**src/rtl/bit_fifo_tx_scheduler.sv**
```systemverilog
// Read-side drain controller for the single-bit transmit FIFO: frames buffered bits
// as start | payload LSB-first | optional even parity | stop onto a registered line.
//
// state  | meaning
// IDLE   | line high, waiting for tx enable and a whole payload in the FIFO
// START  | start bit (0) on the line
// DATA   | payload bits being loaded from the FIFO, one per tick
// PARITY | even-parity bit on the line
// STOP   | stop bit (1) on the line; may chain directly into the next START
module bit_fifo_tx_scheduler #(
   parameter int DEPTH      = 8,
   parameter int PTR_WIDTH  = 3,
   parameter int FRAME_BITS = 4,
   parameter int PARITY_EN  = 1
) (
   input  logic                 i_Clk,
   input  logic                 i_Rst_n,
   input  logic                 i_Tx_en,
   input  logic                 i_Bit_tick,
   input  logic [PTR_WIDTH:0]   i_b_wptr,
   input  logic                 i_Fifo_data,
   output logic [PTR_WIDTH:0]   o_b_rptr,
   output logic                 o_R_en,
   output logic                 o_empty,
   output logic [PTR_WIDTH:0]   o_Count,
   output logic                 o_Tx_line,
   output logic                 o_Busy,
   output logic                 o_Frame_done
);

   if (DEPTH != (1 << PTR_WIDTH) || FRAME_BITS < 1 || FRAME_BITS > DEPTH) begin : g_bad_params
      $error("bit_fifo_tx_scheduler: illegal DEPTH/PTR_WIDTH/FRAME_BITS combination");
   end

   localparam logic [PTR_WIDTH:0] FRAME_LEN = FRAME_BITS[PTR_WIDTH:0];
   localparam logic [PTR_WIDTH:0] ONE       = {{PTR_WIDTH{1'b0}}, 1'b1};

   typedef enum logic [2:0] {
      S_IDLE,
      S_START,
      S_DATA,
      S_PARITY,
      S_STOP
   } state_t;

   state_t               state;
   logic [PTR_WIDTH:0]   bit_cnt;
   logic                 parity;
   logic                 eligible;

   assign o_Count  = i_b_wptr - o_b_rptr;
   assign o_empty  = (o_Count == '0);
   assign eligible = i_Tx_en && (o_Count >= FRAME_LEN);

   always_ff @(posedge i_Clk) begin
      if (!i_Rst_n) begin
         state        <= S_IDLE;
         o_b_rptr     <= '0;
         o_R_en       <= 1'b0;
         o_Tx_line    <= 1'b1;
         o_Busy       <= 1'b0;
         o_Frame_done <= 1'b0;
         bit_cnt      <= '0;
         parity       <= 1'b0;
      end else begin
         o_R_en       <= 1'b0;
         o_Frame_done <= 1'b0;
         if (i_Bit_tick) begin
            case (state)
               S_IDLE: begin
                  if (eligible) begin
                     state     <= S_START;
                     o_Tx_line <= 1'b0;
                     o_Busy    <= 1'b1;
                     bit_cnt   <= '0;
                     parity    <= 1'b0;
                  end
               end
               S_START: begin
                  // The start-bit tick already loads payload bit 0.
                  state     <= S_DATA;
                  o_Tx_line <= i_Fifo_data;
                  parity    <= parity ^ i_Fifo_data;
                  o_b_rptr  <= o_b_rptr + ONE;
                  o_R_en    <= 1'b1;
                  bit_cnt   <= bit_cnt + ONE;
               end
               S_DATA: begin
                  if (bit_cnt < FRAME_LEN) begin
                     o_Tx_line <= i_Fifo_data;
                     parity    <= parity ^ i_Fifo_data;
                     o_b_rptr  <= o_b_rptr + ONE;
                     o_R_en    <= 1'b1;
                     bit_cnt   <= bit_cnt + ONE;
                  end else if (PARITY_EN != 0) begin
                     state     <= S_PARITY;
                     o_Tx_line <= parity;
                  end else begin
                     state     <= S_STOP;
                     o_Tx_line <= 1'b1;
                  end
               end
               S_PARITY: begin
                  state     <= S_STOP;
                  o_Tx_line <= 1'b1;
               end
               S_STOP: begin
                  o_Frame_done <= 1'b1;
                  if (eligible) begin
                     state     <= S_START;
                     o_Tx_line <= 1'b0;
                     bit_cnt   <= '0;
                     parity    <= 1'b0;
                  end else begin
                     state     <= S_IDLE;
                     o_Tx_line <= 1'b1;
                     o_Busy    <= 1'b0;
                  end
               end
               default: begin
                  state     <= S_IDLE;
                  o_Tx_line <= 1'b1;
                  o_Busy    <= 1'b0;
               end
            endcase
         end
      end
   end

endmodule

```
**config.mk**
```make
export PLATFORM = sky130hd
export DESIGN_NAME = bit_fifo_tx_scheduler
export DESIGN_NICKNAME = d
export VERILOG_FILES = /design/src/rtl/bit_fifo_tx_scheduler.sv
export SDC_FILE = /design/constraint.sdc
export NUM_CORES = 1
export LEC_CHECK = 0
export ABC_AREA = 0
export CORE_MARGIN = 5
export CORE_UTILIZATION = 52
export CTS_BUF_LIST = sky130_fd_sc_hd__clkbuf_8
export CTS_CLUSTER_SIZE = 25
export DETAILED_ROUTE_END_ITERATION = 10
export GPL_ROUTABILITY_DRIVEN = 0
export PLACE_DENSITY = 0.85
export SETUP_SLACK_MARGIN = 0.5
export SLEW_MARGIN = 20
export SYNTH_ARGS = -nofsm -noshare
export SYNTH_HDL_FRONTEND = slang
export SYNTH_SLANG_ARGS = --single-unit
```
**constraint.sdc**
```tcl
create_clock -name i_Clk -period 2.75 [get_ports i_Clk]
set_clock_uncertainty 0.1 [all_clocks]
set_input_delay 0.55 -clock i_Clk [delete_from_list [all_inputs] [get_ports i_Clk]]
set_output_delay 0.55 -clock i_Clk [all_outputs]
set_load 0.02 [all_outputs]
```
* Word level (Yosys, flattened, before mapping)
Cells that the tools add are included.
** Operators by class
- Equality and inequality tests :: 9
- Bitwise logic cells :: 2
- Reductions and logical operators :: 13
- Magnitude comparators :: 2
- Muxes and demuxes :: 21
- $add $sub $neg :: 3
** Operators by type and width (count)
- one-hot mux 3 bit (5 select lines) :: 1
- 2-to-1 mux 4 bit :: 3
- one-hot mux 4 bit (3 select lines) :: 1
- 2-to-1 mux 1 bit :: 9
- adder 4 x 1 -> 4 bit, second input constant :: 2
- != test 2 bit, second input constant :: 4
- one-hot mux 4 bit (2 select lines) :: 1
- AND reduction 4 bit :: 2
- equality test 3 x 2 -> 1 bit, second input constant :: 2
- 2-to-1 mux 3 bit :: 2
- one-hot mux 1 bit (3 select lines) :: 2
- AND reduction 3 bit :: 2
- greater-or-equal comparator 4 x 3 -> 1 bit, second input constant :: 1
- logical NOT 4 bit :: 1
- less-than comparator 4 x 3 -> 1 bit, second input constant :: 1
- one-hot mux 1 bit (4 select lines) :: 1
- AND reduction 2 bit :: 2
- subtractor 4 bit :: 1
- equality test 3 x 1 -> 1 bit, second input constant :: 1
- equality test 3 bit, second input constant :: 1
- logical NOT 3 bit :: 1
- nonzero test 3 bit :: 1
- OR reduction 3 bit :: 1
- != test 2 x 1 -> 1 bit, second input constant :: 1
- other kinds (6) :: 6
** Storage, ports and cells
- Output and inout bits :: 13
- Input port bits :: 9
- Word-level logic and storage cells :: 58
- Flip-flop bits (word level) :: 16

* Longest topological paths before layout
Gate-level depths: netlist (run 1).
- Word-level depth :: 5
- Gate-level depth with buffers :: 10
- Mapped depth without buffers :: 10

* Worst setup path after synthesis (run 1)
Ideal clock, no wire load.
- Path type :: flip-flop to output port
- Start point :: register o_b_rptr[2]
- End point :: output port o_empty
- Stages on the path, launching flop included :: 7
- Arrival :: 2.157 ns
- Setup slack :: -0.057 ns
- Path buffers :: 0
- Required time :: 2.100 ns
- Cell sequence :: dfxtp_1 -> inv_1 -> ha_1 -> a21oi_1 -> nand2_1 -> xnor2_1 -> nor4_1
** Between the ends
- Word-level cells in the longest chain between the ends :: 2
** Ends and longest elaborated chain
- start, declared :: RTL line 22 : output logic [PTR_WIDTH:0] o_b_rptr,
- start signal, assigned :: RTL line 84 : o_b_rptr <= o_b_rptr + ONE;
- start signal, assigned :: RTL line 92 : o_b_rptr <= o_b_rptr + ONE;
- subtractor 4 bit :: RTL line 51 : assign o_Count = i_b_wptr - o_b_rptr;
- named net o_Count[3] :: RTL line 25 : output logic [PTR_WIDTH:0] o_Count,
- logical NOT 4 bit :: RTL line 52 : assign o_empty = (o_Count == '0);
- end, declared :: RTL line 24 : output logic o_empty,
The timed path passes the listed nets, and every way through them passes these cells.

* Worst setup path in the final report (run 1)
- Start point :: input port i_b_wptr[0]
- End point :: output port o_empty
** Between the ends
- Word-level cells in the longest chain between the ends :: 2
** Ends and longest elaborated chain
- start, declared :: RTL line 20 : input logic [PTR_WIDTH:0] i_b_wptr,
- subtractor 4 bit :: RTL line 51
- logical NOT 4 bit :: RTL line 52
Every way passes these cells.

==> results of run 1 <==
==> kinds of logic (layout without fill, tap and decap cells) <==
kind of cell / count (synthesis) / in the layout / synth area share
adders and majority gates: 6 / 6 / 0.0805
buffers and inverters: 14 / 51 / 0.0732
xor gates and xnor gates: 6 / 6 / 0.0512
DFF: 16 / 16 / 0.312
AOI/OAI and AO/OA: 33 / 33 / 0.252
and+or+nand+nor: 41 / 41 / 0.231
==> sequential cells by signal, indices dropped and copies added, names as in the netlist <==
register,count
state,3
o_Busy,1
o_Frame_done,1
o_b_rptr,4
o_Tx_line,1
parity,1
bit_cnt,4
o_R_en,1
==> through the flow <==
stage               power (W)  std cells  hold WS (ns)  setup TNS (ns)   util
finish               0.000698        180         0.380               0  0.826
global route         0.000728        180         0.428               0  0.826
CTS                  0.000659        174         0.369               0  0.770
detailed placement   0.000437        167         0.365           -3.85  0.702
global placement     0.000432        167         0.350           -3.26  0.702
floorplan            0.000373        116         0.353               0      -
==> final cells by class <==
cell class / instances / area [um2]
clock buffer: 4 / 55.1
multi-input combinational: 86 / 769
inverter: 10 / 52.6
fill: 116 / 335
timing repair buffer: 37 / 349
tap: 27 / 33.8
sequential: 16 / 327
==> critical path, delay by kind of cell <==
kind | cells | cell delay (ns)
adders and majority gates | 2 | 0.62
buffers and inverters | 4 | 0.39
and+or+nand+nor | 1 | 0.31
==> per-layer routing <==
layer | part of all wire | routed length [um] | vias to the layer above
li1 | - | - | 479
met1 | 0.37 | 1300 | 530
met2 | 0.51 | 1780 | 61
met3 | 0.075 | 260 | 15
met4 | 0.038 | 133 | 0
met5 | 0 | 0 | -
==> Yosys cell counts, drive strengths merged <==
| cell | n | area share |
|---|---|---|
| clkbuf | 2 | 0.021 |
| buf | 2 | 0.016 |
| and4 | 2 | 0.017 |
| nand4 | 1 | 0.012 |
| fa | 1 | 0.020 |
| nand2b | 4 | 0.024 |
| o31ai | 2 | 0.041 |
| nand3 | 2 | 0.0098 |
| ha | 5 | 0.061 |
| o21a | 1 | 0.0073 |
| or2 | 1 | 0.0061 |
| a21oi | 7 | 0.034 |
| nor4 | 2 | 0.027 |
| nor3 | 2 | 0.0098 |
| xor2 | 2 | 0.017 |
| a2bb2oi | 3 | 0.026 |
| o221a | 2 | 0.030 |
| a21bo | 1 | 0.0098 |
| clkinv | 1 | 0.0037 |
| a31oi | 3 | 0.018 |
| nor2b | 2 | 0.012 |
| dfxtp | 16 | 0.31 |
| o211ai | 3 | 0.022 |
| nor3b | 1 | 0.0073 |
| xnor2 | 4 | 0.034 |
| nand3b | 1 | 0.0073 |
| inv | 9 | 0.033 |
| and2 | 1 | 0.0073 |
| a211oi | 2 | 0.020 |
| nor2 | 10 | 0.046 |
| nand2 | 12 | 0.044 |
| o21ai | 9 | 0.044 |
==> worst max path at each step <==
stage	slack [ns]	endpoint
after CTS	0.30	o_empty
final	0.22	o_empty
after global placement	-0.70	o_empty
after detailed placement	-0.80	o_empty
after global routing	0.18	o_empty
after floorplan	0.35	o_empty
==> repair_timing <==
| action | 4_1_cts | 5_1_grt |
|---|---|---|
| setup buffers | 3 | 6 |
| pin swaps | 11 | 12 |
| resized for setup | 40 | 29 |
| endpoints found under the setup margin | 13 | 12 |
==> power by group through the flow <==
| stage | sequential [W] | clock (W) | combinational (W) |
|---|---|---|---|
| 2_1_floorplan | 0.000265 | 0 | 0.000108 |
| 3_3_place_gp | 0.000260 | 0 | 0.000172 |
| 3_5_place_dp | 0.000261 | 0 | 0.000176 |
| 4_1_cts | 0.000256 | 0.000215 | 0.000188 |
| 5_1_grt | 0.000258 | 0.000233 | 0.000237 |
| 6_report | 0.000256 | 0.000219 | 0.000222 |
==> reports/qor.yml, run 1 <==
grt:
  antenna_found_initial: 0
  grt_overflow: 0
  grt_pass1_vias: 1061
  use_met2: 0.416
  top_usage_layer: "met2"
  grt_start_max_net_pins: 12
  grtUsageMet3: 0.0627
  use_met1: 0.249
  track_usage: 0.240
  grt_pass1_wl_mm: 4.92
worst_setup_path:
  worst-path-max-fanout: 2
  cpPeakStageDelay_ns: 0.47
  critPathLaunchType: "primary input"
  timing.rr.end: "o_Tx_line"
  worstPathRequired_ns: 2.10
  r2r_cells: 10
  r2r-start: "o_b_rptr[0]"
  reg2reg_setup_slack_ns: 0.49
  cp_slowest_cell: "fa_2"
  crit_type: "primary input to output port"
  cp-end-kind: "output port"
  crit_start: "i_b_wptr[0]"
  critPathArrivalTime_ns: 1.88
  path_cells: "buf_8, inv_12, ha_4, inv_2, fa_2, nor4_4, buf_4"
yosys:
  yosysWarnings: 0
  synthesis.nets: 131
  netlist_area_um2: 1030
  seq_area_frac_synth: 0.312
  syn_inst: 116
  post_synth_num_cell_types: 39
  synth_area_per_cell_um2: 8.84
  ys_ff_latch: 16
clocking:
  cts_tree: "yes"
  clkSinkCount: 16
  clock_path_buffers: 2
  htree_levels: 1
  clkTransAtPathRegs_ns: 0.06
  cts_hold_buf: 0
  numCtsBuffers: 3
  clockRootBuffer: "clkbuf_8"
  worstSkewPairLatency_ns: 0.26
timing:
  rsz0062_at_grt: "true"
  setup_slack_ns: 0.224
  worst_pin_slew_ns: 0.501
  relSlewSlack: 0.666
  hold_violations: 0
  slew_violations: 0
  setup_viol: 0
  fin_crit_sh: 0.918
  min_period_ns: 2.53
  timing.fmax_ghz: 0.396
final_layout:
  fin_area_um2: 1590
  antenna_cells: 0
  drive_gt1_frac: 0.418
  final_cell_mix: "13 x dfxtp_1, 13 x buf_4, 12 x clkdlybuf4s50_1"
  syn2layout_area_growth_pct: 54.6
  nets: 169
route:
  drc: 0
  avgViaCountPerCell: 6.03
  wl_mm: 3.47
  drt_iter0_markers: 38
  dr.pass1.iters: 4
  postRouteAntennaNets: 0
  vias: 1085
  wl_per_cell_um: 19.3
power_and_ir_drop:
  power_density_nw_per_um2: 440
  pwr-share-clk: 0.314
  p_switching_w: 0.000222
  leakagePower_nw: 0.627
  netSwitchingFraction: 0.318
  combPwrFrac: 0.318
  seq_power_share: 0.367
  internal-power_w: 0.000476
  ir_drop_uv: 358
die:
  die_h_um: 54.4
  io_pins: 22
  start_util: 0.534
  die_area_um2: 2960
  rows: 16
  core-area_um2: 1920
  dieWidth_um: 54.4
status:
  status: "finished, final reports clean"
place:
  pre_cts_slack_ns: -0.804
  place_hpwl_mm: 1.81
  placed_area_um2: 1350
  portBuffers: 21
worst_hold_path:
  hp-class: "flop to flop"
  min_to: "o_Tx_line"
  min_from: "o_Tx_line"
  holdPathStages: 2
run:
  maxCapViolCount: 0
No activity file was read; power rests on OpenSTA's default activity.
==> inputs of run 2 (changes only) <==
- CTS_BUF_LIST: sky130_fd_sc_hd__clkbuf_8 -> sky130_fd_sc_hd__clkbuf_4 sky130_fd_sc_hd__clkbuf_8
==> reports/qor.yml, run 2 (synthesis gave the netlist of run 1 again) <==
worst_setup_path:
  path_buf_inv: 2  # was 4
  cp-end-kind: "output port"  # unchanged
  r2r-start: "o_b_rptr[0]"  # unchanged
  reg2reg_setup_slack_ns: 0.49  # about the same
  timing.rr.end: "bit_cnt[1]"  # was o_Tx_line
  cp_slowest_cell: "ha_4"  # was fa_2
  worst-path-max-fanout: 3  # was 2
  crit_type: "primary input to output port"  # unchanged
  critPathLaunchType: "primary input"  # unchanged
  path_cells: "clkdlybuf4s15_2, ha_4, nand3b_1, nand2_2, xnor2_4, nor4_4, buf_4"  # was buf_8, inv_12, ha_4, inv_2, fa_2, nor4_4, buf_4
  cpPeakStageDelay_ns: 0.30  # was 0.47 ns
  r2r_cells: 11  # was 10
  path_delay_family: "simple AND/OR/NAND/NOR gates"  # was adder cells
  critPathArrivalTime_ns: 1.87  # was 1.88 ns
  worstPathRequired_ns: 2.10  # about the same
power_and_ir_drop:
  power_density_nw_per_um2: 412  # was 440 nW/um2
  ir_drop_uv: 265  # was 358 uV
  leakagePower_nw: 0.599  # was 0.627 nW
grt:
  grt_pass1_wl_mm: 4.87  # was 4.92 mm
  grt_start_max_net_pins: 12  # unchanged
  antenna_found_initial: 0  # unchanged
  grt_overflow: 0  # unchanged
  track_usage: 0.234  # was 0.240
  grt_pass1_vias: 1042  # was 1061
status:
  status: "finished, final reports clean"  # unchanged
timing:
  worst_pin_slew_ns: 0.481  # was 0.501 ns
  hold_violations: 0  # unchanged
  fin_crit_sh: 0.916  # was 0.918
  rsz0062_at_grt: "true"  # unchanged
  relSlewSlack: 0.679  # was 0.666
  min_period_ns: 2.52  # was 2.53 ns
  timing.fmax_ghz: 0.397  # was 0.396 GHz
  slew_violations: 0  # unchanged
  setup_viol: 0  # unchanged
die:
  start_util: 0.534  # unchanged
  rows: 16  # unchanged
  dieWidth_um: 54.4  # unchanged
  die_h_um: 54.4  # unchanged
  die_area_um2: 2960  # unchanged
  io_pins: 22  # unchanged
  core-area_um2: 1920  # unchanged
clocking:
  clock_path_buffers: 2  # unchanged
  htree_levels: 1  # unchanged
  cts_tree: "yes"  # unchanged
  clockRootBuffer: "clkbuf_4"  # was clkbuf_8
  worstSkewPairLatency_ns: 0.29  # was 0.26 ns
  numCtsBuffers: 3  # unchanged
  cts_hold_buf: 0  # unchanged
  clkTransAtPathRegs_ns: 0.10  # was 0.06 ns
  clkSinkCount: 16  # unchanged
route:
  wl_per_cell_um: 16.9  # was 19.3 um
  vias: 1008  # was 1085
  dr.pass1.iters: 4  # unchanged
  drc: 0  # unchanged
  avgViaCountPerCell: 5.69  # was 6.03
  postRouteAntennaNets: 0  # unchanged
  wl_mm: 2.99  # was 3.47 mm
  drt_iter0_markers: 27  # was 38
final_layout:
  syn2layout_area_growth_pct: 50.0  # was 54.6%
  drive_gt1_frac: 0.400  # was 0.418
  fill_cells: 126  # was 116
  layout_commonest_cell: "dfxtp_1"
  nets: 166  # was 169
  reg_top3: "bit_cnt (4), o_b_rptr (4), state (3)"  # unchanged
  instances_no_fill: 177  # was 180
  antenna_cells: 0  # unchanged
  final_cell_mix: "13 x dfxtp_1, 12 x clkdlybuf4s50_1, 11 x nand2_1"  # was 13 x dfxtp_1, 13 x buf_4, 12 x clkdlybuf4s50_1
  fin_area_um2: 1540  # was 1590 um2
place:
  place_hpwl_mm: 1.81  # unchanged
  dp.cells: 167  # unchanged
  placed_area_um2: 1350  # unchanged
  portBuffers: 21  # unchanged
worst_hold_path:
  min_from: "o_Tx_line"  # unchanged
  hp-class: "flop to flop"  # unchanged
  min_to: "o_Tx_line"  # unchanged
  holdPathStages: 2  # unchanged
run:
  maxCapViolCount: 0  # unchanged
run 2: through the flow:
step / total power [W] / util / setup WS [ns] / hold WS [ns] / setup TNS, ns
CTS: 0.000608 / 0.773 / 0.305 / 0.378 / 0
global route: 0.000666 / 0.801 / 0.160 / 0.425 / 0
detailed placement: 0.000437 / 0.702 / -0.804 / 0.365 / -3.85
global placement: 0.000432 / 0.702 / -0.703 / 0.350 / -3.26
finish: 0.000634 / 0.801 / 0.231 / 0.369 / 0
floorplan: 0.000373 / - / 0.346 / 0.353 / 0
run 2: cell type report:
cell class	instances	area, um2	share of cell area
multi-input cells	86	766	0.498
flip-flops and latches	16	324	0.211
well taps	27	33.8	0.0220
repair buffers	34	329	0.214
inverters	10	50.0	0.0325
clock buffers	4	36.3	0.0236
run 2: timing repair:
| action | CTS | global route |
|---|---|---|
| setup endpoints to repair | 13 | 12 |
| resized for setup | 42 | 21 |
| buffers inserted | 5 | 1 |
| pin swaps | 12 | 6 |
run 2: worst reg2reg max path, stage by stage (launching register included):
cell and delay, ns:
dfxtp_2 0.37, ha_4 0.14, inv_2 0.03, fa_2 0.36, xnor2_2 0.19, inv_2 0.09, buf_6 0.13, buf_6 0.11
a211oi_4 0.23, o31ai_4 0.11, buf_6 0.17, a211oi_2 0.15
run 2: report_power, final:
group | internal (W) | leakage, nW | switching [W]
Combinational | 0.000105 | 0.447 | 0.000112
Clock | 0.0000806 | 0.0210 | 0.0000808
Sequential | 0.000243 | 0.132 | 0.0000134
Total | 0.000428 | 0.599 | 0.000206
run 2: how the worst max path moves through the flow:
stage / startpoint / to / slack [ns] / cells past startpoint
after global routing: o_b_rptr[0] / o_empty / 0.16 / 7
after CTS: i_b_wptr[0] / o_empty / 0.30 / 7
final: i_b_wptr[2] / o_empty / 0.23 / 7
after floorplan: i_b_wptr[0] / o_empty / 0.35 / 7
after detailed placement: i_b_wptr[0] / o_empty / -0.80 / 9
after global placement: i_b_wptr[0] / o_empty / -0.70 / 9
run 2: metal layers:
| layer | wire length, um | global-route usage | vias to the layer above |
|---|---|---|---|
| met3 | 125 | 0.0545 | 4 |
| met5 | 0 | 0 | - |
| met4 | 25 | 0.0788 | 0 |
| met1 | 1160 | 0.257 | 496 |
| met2 | 1680 | 0.434 | 34 |
| li1 | - | - | 474 |
==> inputs of run 3 (changes only) <==
- CORE_UTILIZATION: 52 -> 49
- CTS_BUF_LIST: sky130_fd_sc_hd__clkbuf_4 sky130_fd_sc_hd__clkbuf_8 -> not set
- PLACE_DENSITY: 0.85 -> 0.81
==> reports/qor.yml, run 3 (synthesis gave the netlist of run 1 again) <==
route:
  vias: 987  # was 1008
  drc: 0  # unchanged
  postRouteAntennaNets: 0  # unchanged
  wl_mm: 2.74  # was 2.99 mm
  avgViaCountPerCell: 5.45  # was 5.69
  dr.pass1.iters: 4  # unchanged
  wl_per_cell_um: 15.1  # was 16.9 um
  drt_iter0_markers: 27  # unchanged
die:
  core-area_um2: 1980  # was 1920 um2
  rows: 16  # unchanged
  die_h_um: 55.8  # was 54.4 um
  die_area_um2: 3110  # was 2960 um2
  start_util: 0.518  # was 0.534
  dieWidth_um: 55.8  # was 54.4 um
  io_pins: 22  # unchanged
timing:
  relSlewSlack: 0.706  # was 0.679
  setup_viol: 0  # unchanged
  slew_violations: 0  # unchanged
  rsz0062_at_grt: "true"  # unchanged
  min_period_ns: 2.43  # was 2.52 ns
  timing.fmax_ghz: 0.411  # was 0.397 GHz
  hold_violations: 0  # unchanged
  fin_crit_sh: 0.885  # was 0.916
  worst_pin_slew_ns: 0.440  # was 0.481 ns
worst_setup_path:
  path_delay_family: "buffers and inverters"  # was simple AND/OR/NAND/NOR gates
  critPathLaunchType: "primary input"  # unchanged
  critPathArrivalTime_ns: 1.78  # was 1.87 ns
  cp-end-kind: "output port"  # unchanged
  r2r_cells: 11  # unchanged
  path_cells: "buf_2, ha_4, a21oi_4, nand2_2, xnor2_2, nor4_4, buf_4"  # was clkdlybuf4s15_2, ha_4, nand3b_1, nand2_2, xnor2_4, nor4_4, buf_4
  cp_slowest_cell: "ha_4"  # unchanged
  cpPeakStageDelay_ns: 0.27  # was 0.30 ns
  cp.depth: 7  # unchanged
  worst-path-max-fanout: 3  # unchanged
  crit_type: "primary input to output port"  # unchanged
  worstPathRequired_ns: 2.10  # about the same
  path_buf_inv: 2  # unchanged
place:
  portBuffers: 21  # unchanged
  dp.cells: 167  # unchanged
  place_hpwl_mm: 1.77  # was 1.81 mm
clocking:
  htree_levels: 1  # unchanged
  worstSkewPairLatency_ns: 0.29  # about the same
  clkTransAtPathRegs_ns: 0.09  # was 0.10 ns
  clockRootBuffer: "clkbuf_4"  # unchanged
  numCtsBuffers: 3  # unchanged
  cts_hold_buf: 0  # unchanged
  cts_tree: "yes"  # unchanged
  clkSinkCount: 16  # unchanged
  clock_path_buffers: 2  # unchanged
run:
  maxCapViolCount: 0  # unchanged
worst_hold_path:
  hp-class: "flop to flop"  # unchanged
  holdPathStages: 2  # unchanged
final_layout:
  reg_top3: "bit_cnt (4), o_b_rptr (4), state (3)"  # unchanged
  syn2layout_area_growth_pct: 51.8  # was 50.0%
  finish.utilization: 0.786  # was 0.801
  nets: 171  # was 166
  final_cell_mix: "14 x buf_4, 13 x dfxtp_1, 12 x clkdlybuf4s50_1"  # was 13 x dfxtp_1, 12 x clkdlybuf4s50_1, 11 x nand2_1
  multi_input_area_um2: 767  # was 766 um2
  layout_commonest_cell: "buf_4"  # was dfxtp_1
  fill_cells: 120  # was 126
  antenna_cells: 0  # unchanged
  instances_no_fill: 181  # was 177
  drive_gt1_frac: 0.416  # was 0.400
  seqCellArea_um2: 324  # unchanged
grt:
  use_met2: 0.309  # was 0.434
  grt_pass1_wl_mm: 4.23  # was 4.87 mm
  grt_start_max_net_pins: 12  # unchanged
  track_usage: 0.170  # was 0.234
  use_met1: 0.202  # was 0.257
  antenna_found_initial: 0  # unchanged
  grt_pass1_vias: 923  # was 1042
  top_usage_layer: "met2"  # unchanged
  grtUsageMet3: 0.0487  # was 0.0545
  grt_overflow: 0  # unchanged
status:
  status: "finished, final reports clean"  # unchanged
power_and_ir_drop:
  power_density_nw_per_um2: 383  # was 412 nW/um2
  leakagePower_nw: 0.619  # was 0.599 nW
  ir_drop_uv: 314  # was 265 uV
[run 3: cell count changes in the layout (fill, tap and decap cells not counted), sizes merged]
cell,before,now
buf,18,25
clkdlybuf4s15,2,0
clkbuf,4,3
[run 3: worst register-to-register path: stages, from the launching register on]
cell	delay, ns
dfxtp_2	0.34
inv_2	0.05
ha_4	0.31
nand3b_1	0.14
buf_4	0.18
buf_6	0.11
buf_6	0.10
buf_6	0.11
and4_4	0.20
o31ai_4	0.29
nor3b_2	0.22
a31oi_1	0.05
[run 3: layer usage]
layer	up-vias	share of wire	wire [um]
li1	485	-	-
met1	478	0.42	1160
met2	18	0.52	1440
met3	6	0.040	109
met4	0	0.012	33
met5	-	0	0
[run 3: worst paths after layout]
kind,start,endpoint,slack (ns)
max,i_b_wptr[2],o_empty,0.32
min,o_Tx_line,o_Tx_line,0.37
max reg2reg,o_b_rptr[2],o_Tx_line,0.44
min reg2reg,o_Tx_line,o_Tx_line,0.37
[run 3: timing repair]
item                                    CTS  global route
endpoints found under the setup margin   13            12
gates resized for setup                  43            19
gates cloned                              0             0
pin swaps                                12            12
setup buffers                             5             6
[run 3: where the power goes]
part | switching, W | total, W | internal (W)
clock network | 0.0000714 | 0.000122 | 0.0000511
logic | 0.000110 | 0.000218 | 0.000108
registers | 0.0000138 | 0.000256 | 0.000243
[run 3: metrics by stage]
step	hold slack, ns	TNS (ns)	area, um2	power, W	setup slack [ns]
2_1_floorplan	0.353	0	1090	0.000373	0.346
3_3_place_gp	0.353	-3.84	1360	0.000440	-0.707
3_5_place_dp	0.357	-4.39	1360	0.000445	-0.761
4_1_cts	0.367	0	1460	0.000572	0.350
5_1_grt	0.380	0	1560	0.000630	0.195
6_report	0.367	0	1560	0.000597	0.318
[run 3: cell type report]
class,count,share of cell area
multi-input cells,86,0.492
repair buffers,39,0.231
flip-flops and latches,16,0.208
inverters,10,0.0321
well taps,27,0.0217
clock buffers,3,0.0145
